File: config.mk
export PLATFORM = sky130hd
export DESIGN_NAME = timer_arbiter
export DESIGN_NICKNAME = d
export VERILOG_FILES = /design/src/rtl/timer_arb_pkg.sv /design/src/rtl/timer_arbiter_rr.sv /design/src/rtl/timer_arbiter.sv
export SDC_FILE = /design/constraint.sdc
export NUM_CORES = 1
export LEC_CHECK = 0
export BUFFER_PORTS_ARGS = -buffer_cell sky130_fd_sc_hd__buf_2
export CAP_MARGIN = 30
export CORE_AREA = 2 2 51 53
export DETAILED_ROUTE_END_ITERATION = 16
export DIE_AREA = 0 0 53 55
export PLACE_DENSITY_LB_ADDON = 0.3
export SLEW_MARGIN = 10
export SYNTH_ARGS = -nofsm -noshare
export SYNTH_HDL_FRONTEND = slang
export SYNTH_HIERARCHICAL = 1
export SYNTH_SLANG_ARGS = --single-unit
File: constraint.sdc
create_clock -name clk -period 2.03 [get_ports clk]
set_clock_uncertainty 0.15 [all_clocks]
set_input_delay 0.203 -clock clk [delete_from_list [all_inputs] [get_ports clk]]
set_output_delay 0.203 -clock clk [all_outputs]
set_load 0.1 [all_outputs]
File: src/rtl/timer_arb_pkg.sv
// Shared types and helpers for the arbitrated delay timer.
// Holds the FSM encoding and the round-robin pick function.
package timer_arb_pkg;

    localparam int DEF_N_REQ = 2;
    localparam int DEF_W     = 4;
    localparam int N_MAX     = 4;

    typedef enum logic {
        ST_IDLE = 1'b0,
        ST_RUN  = 1'b1
    } state_t;

    typedef struct packed {
        logic       valid;
        logic [1:0] idx;
    } pick_t;

    // First set bit at or after (last+1) mod n, wrapping.
    // Walking k downward lets the nearest hit overwrite farther ones.
    function automatic pick_t rr_pick(
        input logic [3:0] req,
        input logic [1:0] last,
        input int         n
    );
        pick_t p;
        int    idx;
        p = '0;
        for (int k = N_MAX; k >= 1; k--) begin
            if (k <= n) begin
                idx = (int'(last) + k) % n;
                if (req[idx[1:0]]) begin
                    p.valid = 1'b1;
                    p.idx   = idx[1:0];
                end
            end
        end
        return p;
    endfunction

endpackage

File: src/rtl/timer_arbiter_rr.sv
// Combinational round-robin selector for the shared timer.
// Kept separate so fairness can be checked on its own.
module rr_arbiter
    import timer_arb_pkg::*;
#(
    parameter int N_REQ = DEF_N_REQ
) (
    input  logic [N_REQ-1:0] req,
    input  logic [1:0]       last,
    output logic             valid,
    output logic [1:0]       winner
);

    logic [3:0] req_ext;
    pick_t      pick;

    assign req_ext = 4'(req);
    assign pick    = rr_pick(req_ext, last, N_REQ);
    assign valid   = pick.valid;
    assign winner  = pick.idx;

endmodule

File: src/rtl/timer_arbiter.sv
// Sequencer granting one shared down-counter to N_REQ requesters.
// Grant, countdown, then a one-cycle done pulse to the owner.
module timer_arbiter
    import timer_arb_pkg::*;
#(
    parameter int N_REQ = DEF_N_REQ,
    parameter int W     = DEF_W
) (
    input  logic               clk,
    input  logic               reset,
    input  logic [N_REQ-1:0]   req,
    input  logic [N_REQ*W-1:0] load_val,
    output logic [N_REQ-1:0]   grant,
    output logic [N_REQ-1:0]   done,
    output logic [W-1:0]       count,
    output logic               busy,
    output logic               tick
);

    if (N_REQ < 2 || N_REQ > N_MAX) begin : g_bad_n_req
        $error("timer_arbiter: N_REQ must be in 2..4");
    end

    state_t           state;
    logic [1:0]       last;
    logic             pick_valid;
    logic [1:0]       winner;
    logic [N_REQ-1:0] win_oh;
    logic [W-1:0]     win_load;
    logic             own_req;

    rr_arbiter #(
        .N_REQ (N_REQ)
    ) u_rr (
        .req    (req),
        .last   (last),
        .valid  (pick_valid),
        .winner (winner)
    );

    // Decode the winner into a one-hot grant and its delay slice
    always_comb begin
        win_oh   = '0;
        win_load = '0;
        for (int i = 0; i < N_REQ; i++) begin
            if (winner == 2'(i)) begin
                win_oh[i] = 1'b1;
                win_load  = load_val[i*W +: W];
            end
        end
    end

    // grant is one-hot on the owner, so this is req[owner]
    assign own_req = |(req & grant);

    // Arbitration FSM with the counter and all outputs registered
    always_ff @(posedge clk or posedge reset) begin
        if (reset) begin
            state <= ST_IDLE;
            grant <= '0;
            done  <= '0;
            count <= '0;
            busy  <= 1'b0;
            tick  <= 1'b0;
            last  <= 2'(N_REQ - 1);
        end else begin
            done <= '0;
            tick <= 1'b0;
            unique case (state)
                ST_IDLE: begin
                    if (pick_valid) begin
                        grant <= win_oh;
                        count <= win_load;
                        last  <= winner;
                        busy  <= 1'b1;
                        state <= ST_RUN;
                    end
                end
                ST_RUN: begin
                    if (!own_req) begin
                        grant <= '0;
                        count <= '0;
                        busy  <= 1'b0;
                        state <= ST_IDLE;
                    end else if (count == '0) begin
                        done  <= grant;
                        tick  <= 1'b1;
                        grant <= '0;
                        busy  <= 1'b0;
                        state <= ST_IDLE;
                    end else begin
                        count <= count - 1'b1;
                    end
                end
            endcase
        end
    end

endmodule

==> results by group <==
Floorplan
  – Die Area: approximately 2900 um2
  – Initial Utilization: around 28%
  – Std-Cell Rows: 18
  – Chip height: around 55 um
  – CORE AREA: ~2400 um2
  – Num ports: 22
  – Die width: 53 um

Placement
  – Dpl cell area: approximately 790 um2
  – Final GP Congestion: 0.844
  – Pre-CTS setup slack: 0.138 ns
  – DP HPWL: 1070 um
  – Port Buffers: 21

Synth
  – Cell count after synthesis: between 60 and 70
  – Synthesis warning total: 6
  – Average cell area after synthesis: between 10 and 15 um2
  – Synth Net Count: 76
  – Synthesized area: about 650 um2

Global route
  – Vias in the first global route: 548
  – Largest net degree at the start of global routing: 13
  – Initial antenna violation count: 0
  – Grt ovf: 0
  – Tot GR Track Use: about 11%
  – Global-route wire length before repair: 2390 um

Power
  – Sequential power share: between 30% and 40%
  – Power density cells: 1240 nW/um2
  – NetSw: 0.000503 W
  – Maximum vdd drop: ~0.00063 V
  – Pint: roughly 0.00053 W
  – Clock Power Share: 18.2%
  – Comb pwr share: between 40% and 50%
  – Sw Share: just under 50%
  – Leakage: 0.422 nW

Detailed routing
  – Via count: roughly 540
  – Avg WL per Cell: roughly 11 um
  – DRC: 0
  – Initial DRC count: 5
  – Post-DR vias/cell: 4.65
  – Post-route ant nets: 0
  – Detailed Routing Iterations Pass 1: 2
  – WL final: around 1300 um

Setup path
  – Worst path required time: about 2.0 ns
  – Arrival time at the worst endpoint: about 1.9 ns
  – Worst setup EP type: register
  – Critical path launch point type: register
  – Worst Path Max Fanout: 5
  – Critical path class: reg -> reg

STA
  – Unrepaired setup endpoints after global routing: no
  – Post-route minimum period: between 1.5 and 2 ns
  – FMAX: around 530 MHz
  – Fin worst setup slack: 0.151 ns
  – Final worst-path cycle share: around 90%
  – Fin. Hold Viols: 0
  – Setup tns final: 0 ns
  – Setup-failing EPs final: 0
  – Slew Limit Fails: 0

Clock network
  – Clock-pin slew on the worst setup and hold paths: 0.08 ns
  – TritonCTS buffer count: 3
  – CTS tree: built
  – H-tree Lvls: 1
  – Deepest clock path buffer count: 2
  – Clk_lat worst skew: approximately 0.26 ns
  – Clk sink count: 12
  – Post-CTS Resized: 0
  – Root Buffer: clkbuf_4

Cells and area
  – Fill count: about 250
  – Layout cells sized above 1: 43.7%
  – Commonest non-fill, non-tap cell in the layout: buf_2
  – N_diodes: 0
  – Area Overhead vs Synth: 27.9%
  – Final Util: a little over a third
  – Commonest cells after routing, fill and taps aside: buf_2, nor3_1, dfrtp_1
  – Register Area: roughly 310 um2
  – Final instance area: between 800 and 900 um2
  – Nets: 101
  – Footprint of the multi-input gates: approximately 310 um2

Worst hold path
  – Hold WC Path Type: in -> reg

Run
  – Max cap viols: 0

Status
  – Outcome: completed
-- timing repair --
| action | CTS | global route |
|---|---|---|
| hold buffers | 1 | 0 |
| setup endpoints to repair | 0 | 0 |
| hold endpoints to repair | 11 | 0 |
| setup buffers | 0 | 0 |
-- metal layers --
metal  global-route usage (%)  up-vias  wire (um)
met5                        0        -          0
met4                     5.13        0         18
met3                     2.42        2         60
met2                     18.3       13        618
met1                     15.0      251        648
li1                         -      278          -
-- path summary, 6_finish.rpt --
path	from	endpoint	slack, ns	depth (start not counted)
min in group asynchronous	reset	done[0]$_DFF_PP0_	0.33	3
setup / recovery	count[0]$_DFFE_PP0P_	count[1]$_DFFE_PP0P_	0.15	6
hold reg to reg	count[3]$_DFFE_PP0P_	count[3]$_DFFE_PP0P_	0.40	1
max in group asynchronous	reset	count[3]$_DFFE_PP0P_	1.05	3
hold / removal	load_val[3]	count[3]$_DFFE_PP0P_	0.21	4
setup reg to reg	count[0]$_DFFE_PP0P_	count[1]$_DFFE_PP0P_	0.15	6
-- worst max-delay path, cell delays in order (launching register included) --
cell     delay, ns
dfrtp_2       0.43
inv_1         0.06
ha_1          0.19
or3b_4        0.43
nor3b_4       0.25
nor2_2        0.06
o32a_1        0.19
-- cell type report --
class	instances	share of cell area, %
multi-input cells	44	37.7
well taps	30	4.51
inverters	4	1.80
repair buffers	23	14.7
clock buffers	4	4.36
flip-flops and latches	12	36.8
-- registers in the layout, indices dropped and copies added (netlist names) --
name,cells
state,1
count,4
busy,1
tick,1
done,2
grant,2
last,1
-- metrics by stage --
stage | total power, W | hold slack, ns | instances
6_report | 0.00103 | 0.206 | 117
5_1_grt | 0.00110 | 0.235 | 117
4_1_cts | 0.00104 | 0.212 | 117
3_5_place_dp | 0.000851 | 0.101 | 112
3_3_place_gp | 0.000845 | 0.0906 | 112
2_1_floorplan | 0.000765 | -0.0833 | 63
-- power groups by stage --
stage	combinational [W]	sequential, W	clock (W)
floorplan	0.000188	0.000578	0
global route	0.000530	0.000357	0.000212
CTS	0.000503	0.000346	0.000196
finish	0.000499	0.000347	0.000188
detailed placement	0.000500	0.000351	0
global placement	0.000495	0.000350	0
(Power assumes the default switching activity.)
